$ cat src/rtl/spi_rx.sv
// SPI receiver: oversamples SCK/MOSI/DC/CS in the clk domain, rebuilds MSB-first bytes tagged with DC.
// Define SPI_RX_FIFO_EN for a FIFO_DEPTH-entry receive FIFO; otherwise a single holding register is used.
//
// state    | meaning
// ST_IDLE  | bit_cnt = 0, waiting for the first SCK rise of a byte
// ST_SHIFT | 1..7 bits of the current byte received
module spi_rx #(
  parameter int SYNC_STAGES = 2,
  parameter int FIFO_DEPTH  = 4
) (
  input  logic       clk,
  input  logic       nrst,
  input  logic       SCK,
  input  logic       MOSI,
  input  logic       DC,
  input  logic       CS,
  output logic [7:0] rx_data,
  output logic       rx_mode,
  output logic       rx_valid,
  input  logic       rx_ready,
  output logic       overrun,
  input  logic       clr_ovr,
  output logic       busy
);

  localparam logic [0:0] ST_IDLE  = 1'b0;
  localparam logic [0:0] ST_SHIFT = 1'b1;

  logic [SYNC_STAGES-1:0] sck_sr, mosi_sr, dc_sr, cs_sr;
  logic       sck_s, mosi_s, dc_s, cs_s, sck_d;
  logic       sck_rise, push, pop, full, ovr_set;
  logic [2:0] bit_cnt;
  logic [6:0] shreg;
  logic [8:0] push_word, head;
  logic [0:0] state;

  // CS resets high so a tied-low CS still needs SYNC_STAGES clocks before edges count
  always_ff @(posedge clk or negedge nrst) begin
    if (!nrst) begin
      sck_sr  <= '0;
      mosi_sr <= '0;
      dc_sr   <= '0;
      cs_sr   <= '1;
      sck_d   <= 1'b0;
    end else begin
      sck_sr  <= {sck_sr[SYNC_STAGES-2:0], SCK};
      mosi_sr <= {mosi_sr[SYNC_STAGES-2:0], MOSI};
      dc_sr   <= {dc_sr[SYNC_STAGES-2:0], DC};
      cs_sr   <= {cs_sr[SYNC_STAGES-2:0], CS};
      sck_d   <= sck_s;
    end
  end

  assign sck_s  = sck_sr[SYNC_STAGES-1];
  assign mosi_s = mosi_sr[SYNC_STAGES-1];
  assign dc_s   = dc_sr[SYNC_STAGES-1];
  assign cs_s   = cs_sr[SYNC_STAGES-1];

  assign sck_rise  = sck_s & ~sck_d & ~cs_s;
  assign push      = sck_rise & (bit_cnt == 3'd7);
  assign push_word = {dc_s, shreg, mosi_s};
  assign pop       = rx_valid & rx_ready;
  assign ovr_set   = push & full & ~pop;

  always_ff @(posedge clk or negedge nrst) begin
    if (!nrst) begin
      state   <= ST_IDLE;
      bit_cnt <= 3'd0;
      shreg   <= 7'd0;
    end else if (cs_s) begin
      state   <= ST_IDLE;
      bit_cnt <= 3'd0;
    end else if (sck_rise) begin
      shreg   <= {shreg[5:0], mosi_s};
      bit_cnt <= bit_cnt + 3'd1;
      state   <= (bit_cnt == 3'd7) ? ST_IDLE : ST_SHIFT;
    end
  end

  assign busy = (state == ST_SHIFT);

`ifdef SPI_RX_FIFO_EN
  localparam int AW = $clog2(FIFO_DEPTH);
  localparam logic [AW:0] DEPTH_C = FIFO_DEPTH[AW:0];

  logic [8:0]    mem [FIFO_DEPTH];
  logic [AW-1:0] wr_ptr, rd_ptr;
  logic [AW:0]   count;
  logic [8:0]    last_q;
  logic          push_ok;

  assign full    = (count == DEPTH_C);
  assign push_ok = push & (~full | pop);

  always_ff @(posedge clk or negedge nrst) begin
    if (!nrst) begin
      for (int i = 0; i < FIFO_DEPTH; i++) mem[i] <= '0;
      wr_ptr <= '0;
      rd_ptr <= '0;
      count  <= '0;
      last_q <= '0;
    end else begin
      if (push_ok) begin
        mem[wr_ptr] <= push_word;
        wr_ptr      <= wr_ptr + 1'b1;
      end
      if (pop) begin
        last_q <= mem[rd_ptr];
        rd_ptr <= rd_ptr + 1'b1;
      end
      if (push_ok && !pop)      count <= count + 1'b1;
      else if (!push_ok && pop) count <= count - 1'b1;
    end
  end

  // When empty, keep presenting the most recently consumed entry
  assign rx_valid = (count != '0);
  assign head     = rx_valid ? mem[rd_ptr] : last_q;
`else
  logic [8:0] hold_q;
  logic       valid_q;
  logic       unused_depth;

  assign unused_depth = ^FIFO_DEPTH;
  assign full         = valid_q;

  always_ff @(posedge clk or negedge nrst) begin
    if (!nrst) begin
      hold_q  <= '0;
      valid_q <= 1'b0;
    end else if (push && (!valid_q || pop)) begin
      hold_q  <= push_word;
      valid_q <= 1'b1;
    end else if (pop) begin
      valid_q <= 1'b0;
    end
  end

  assign rx_valid = valid_q;
  assign head     = hold_q;
`endif

  assign rx_data = head[7:0];
  assign rx_mode = head[8];

  always_ff @(posedge clk or negedge nrst) begin
    if (!nrst)        overrun <= 1'b0;
    else if (ovr_set) overrun <= 1'b1;
    else if (clr_ovr) overrun <= 1'b0;
  end

endmodule

$ cat config.mk
export PLATFORM = sky130hd
export DESIGN_NAME = spi_rx
export DESIGN_NICKNAME = d
export VERILOG_FILES = /design/src/rtl/spi_rx.sv
export SDC_FILE = /design/constraint.sdc
export NUM_CORES = 1
export LEC_CHECK = 0
export BUFFER_PORTS_ARGS = -buffer_cell sky130_fd_sc_hd__buf_2
export CAP_MARGIN = 10
export CORE_ASPECT_RATIO = 0.7
export CORE_MARGIN = 2
export CORE_UTILIZATION = 39
export DETAILED_ROUTE_END_ITERATION = 8
export PLACE_DENSITY_LB_ADDON = 0.08
export SLEW_MARGIN = 40
export SYNTH_ARGS = -nofsm -noshare
export SYNTH_HDL_FRONTEND = slang
export SYNTH_SLANG_ARGS = --single-unit
$ cat constraint.sdc
create_clock -name clk -period 1.3 [get_ports clk]
set_input_delay 0.065 -clock clk [delete_from_list [all_inputs] [get_ports clk]]
set_output_delay 0.065 -clock clk [all_outputs]
set_load 0.1 [all_outputs]
==> flow_metrics.py <==
metrics = {
    "outcome": {
        "status": "complete, but fails checks",
        "violations": "negative setup slack",
    },
    "run": {
        "cap_violations": 0,
    },
    "floorplan": {
        "floorplan.initialDensity_pct": 40.2,
        "die_w_um": 67.8,
        "die_area_um2": 3300,
        "die_h_um": 48.7,
        "io_pins": 20,
        "rows": 16,
        "core_um2": 2760,
    },
    "power_and_ir_drop": {
        "power_switching_w": 0.000468,
        "p_sw_share_pct": 22.7,
        "p_per_area_nw_per_um2": 1310,
        "p_seq_share_pct": 55.9,
        "power.leakage_nw": 0.808,
        "vdd_drop_max_uv": 602,
        "clockPowerShare_pct": 33.1,
        "pwr-share-comb_pct": 11.0,
        "intPower_w": 0.00160,
    },
    "worst_setup_path": {
        "reg2reg_depth": 4,
        "cp_data_arrival_time_ps": 1490,
        "crit_path_start_kind": "flop",
        "path_class": "reg -> reg",
        "path_cells": "ha_2, ha_4, nand3_4, mux2_4",
        "cp_top_family": "flip-flops",
        "crit_path_end_kind": "flop",
        "worstPathRequired_ps": 1460,
        "critPathMaxFanout": 5,
        "cp_slowest_cell": "dfrtp_1",
        "slowest_delay_ps": 380,
        "crit_cells": 4,
        "path_buf_inv": 0,
    },
    "drt": {
        "dr.pass1.iters": 4,
        "antenna_left": 0,
        "via_count": 673,
        "viasPerCell": 4.61,
        "drt-initial-drc-count": 26,
        "drc": 0,
        "routed_wl_mm": 1.81,
        "wire_per_inst_um": 12.4,
    },
    "global_routing": {
        "grt_usage_pct": 14.0,
        "antenna_found_initial": 0,
        "first_global_vias": 706,
        "grt_max_degree": 32,
        "grt_first_pass_wirelength_mm": 3.27,
        "grt-ovfl-total": 0,
    },
    "sta": {
        "max-slew-margin-rel_pct": 67.7,
        "fin_ws_ps": -33.0,
        "rsz0062_at_grt": "true",
        "hold_viol_final": 0,
        "finalCriticalPeriod_ps": 1330,
        "setup_viol": 9,
        "maxSlewViolCount": 0,
        "fin_tns_setup_ps": -164,
        "fin_hold_ws_ps": 115,
        "fin_crit_sh_pct": 103,
        "worst_pin_slew_ps": 488,
        "final.setup_skew_ps": 2.48,
        "max_freq_ghz": 0.750,
    },
    "cts": {
        "numCtsBuffers": 5,
        "path_clk_slew_ps": 60,
        "clk_latency_ps": 270,
        "cts_max_level": 2,
        "clock-sinks": 31,
        "tritoncts": "built",
        "clockBufferDepth": 2,
        "clock-root-buffer": "clkbuf_8",
    },
    "synth": {
        "yosys.area_share.xor_xnor_pct": 0.788,
        "synth_fp_nets": 77,
        "synthDistinctLibCells": 16,
        "ys_seq_area_share_pct": 70.0,
        "synth_warnings": 0,
        "synth_top_family_by_area": "multiplexers",
        "synthAdderAreaFrac_pct": 2.25,
        "synth_area_per_cell_um2": 16.6,
        "ys_ff_latch": 31,
        "synth_compound_area_share_pct": 1.01,
        "synthMuxAreaShare_pct": 18.0,
        "synth_simple_gate_area_share_pct": 6.53,
        "synthCells": 67,
        "synth_area_um2": 1110,
    },
    "finish": {
        "drive_gt1_share_pct": 56.4,
        "nets": 119,
        "fin_cells": 146,
        "final_core_util_pct": 57.0,
        "n_antenna_cell": 0,
        "fillCellCount": 238,
        "area_growth_pct": 41.8,
    },
    "worst_hold_path": {
        "hold_path_class": "in -> reg",
        "holdPathStages": 3,
    },
    "placed_design": {
        "port_buffers": 19,
        "gp_congestion": 0.692,
        "dp_slack_ps": -69.9,
        "dp_cells": 130,
        "dp_hpwl_mm": 1.07,
    },
}
## tightest hold or removal path, delay by kind of cell
kind	cells	cell delay, ps
simple gates	2	210
buf+inv	1	80
## area by class of cell
class                   instances  area (um^2)  share of cell area (%)
clock buffers                   7         76.3                    4.85
clock inverters                 1         5.00                   0.318
inverters                       1         3.75                   0.238
multi-input cells              35          422                    26.8
flip-flops and latches         31          782                    49.6
well taps                      36         45.0                    2.86
repair buffers                 35          241                    15.3
## routing by layer
layer,global-route usage [%],wire (um),vias to the layer above
met1,18.3,843,334
met3,5.58,122,5
met5,0,0,-
li1,-,-,316
met2,20.1,807,18
met4,7.00,33,0
## synth_stat cells
cell	n	share of area [%]
a21oi_1	1	0.45
buf_6	1	1.0
dfrtp_1	29	65
dfstp_2	2	4.7
ha_1	2	2.3
inv_1	1	0.34
mux2_2	16	16
mux2i_1	2	1.8
nand2_1	2	0.68
nand2b_1	2	1.1
nand3_4	1	1.6
nor2_1	4	1.4
nor3b_1	1	0.68
nor3b_2	1	1.1
o22ai_1	1	0.56
xor2_1	1	0.79
## final timing paths
check                                       startpoint                    to  slack, ps
worst min-delay path                          rx_ready  rx_valid$_DFFE_PN0P_        110
worst max-delay path            bit_cnt[1]$_DFFE_PN0P_   head[0]$_DFFE_PN0P_        -30
max in group asynchronous                         nrst    cs_sr[1]$_DFF_PN1_        640
worst max register to register  bit_cnt[1]$_DFFE_PN0P_   head[0]$_DFFE_PN0P_        -30
worst min register to register    mosi_sr[0]$_DFF_PN0_  mosi_sr[1]$_DFF_PN0_        350
min in group asynchronous                         nrst   head[4]$_DFFE_PN0P_        340
## power by group through the flow
stage               sequential, W  combinational (W)  clock, W
floorplan                 0.00115           0.000105         0
detailed placement        0.00116           0.000179         0
finish                    0.00116           0.000228  0.000684
global placement          0.00116           0.000175         0
CTS                       0.00115           0.000225  0.000720
global route              0.00117           0.000256  0.000771
## layout by cell type (no fill, tap or decap), types with 3 or more instances in the layout
cell type      instances
nor2_1                 4
buf_6                  3
mux2_4                13
buf_4                  7
dlygate4sd3_1          6
dfrtp_1               28
clkbuf_8               5
mux2_2                 3
buf_2                 19
## per-stage QoR
step	total power [W]	area, um^2
floorplan	0.00126	1140
global placement	0.00133	1340
detailed placement	0.00134	1340
CTS	0.00210	1550
global route	0.00220	1580
finish	0.00207	1580
## cells by family (layout without fill, tap and decap cells)
kind of cell / Yosys count / in the layout
AO/OA/AOI/OAI: 2 / 2
adder cells (fa/ha/maj): 2 / 2
XOR/XNOR: 1 / 1
multiplexers: 18 / 18
AND/OR/NAND/NOR: 11 / 12
flip-flops: 31 / 31
buffers and inverters: 2 / 44
## registers in the layout (all words and copies together), names as in the netlist
name,cells
shreg,7
cs_sr,2
mosi_sr,2
overrun,1
sck_sr,2
head,9
rx_valid,1
dc_sr,2
sck_d,1
bit_cnt,3
busy,1
## what timing repair did
action                                  in CTS  in global routing
resized for setup                           15                  4
setup buffers                                0                  1
gates cloned                                 1                  0
hold buffers                                 6                  0
pin swaps                                    1                  3
endpoints found under the setup margin      12                 16
hold endpoints to repair                    34                  0
(Power assumes the default switching activity.)
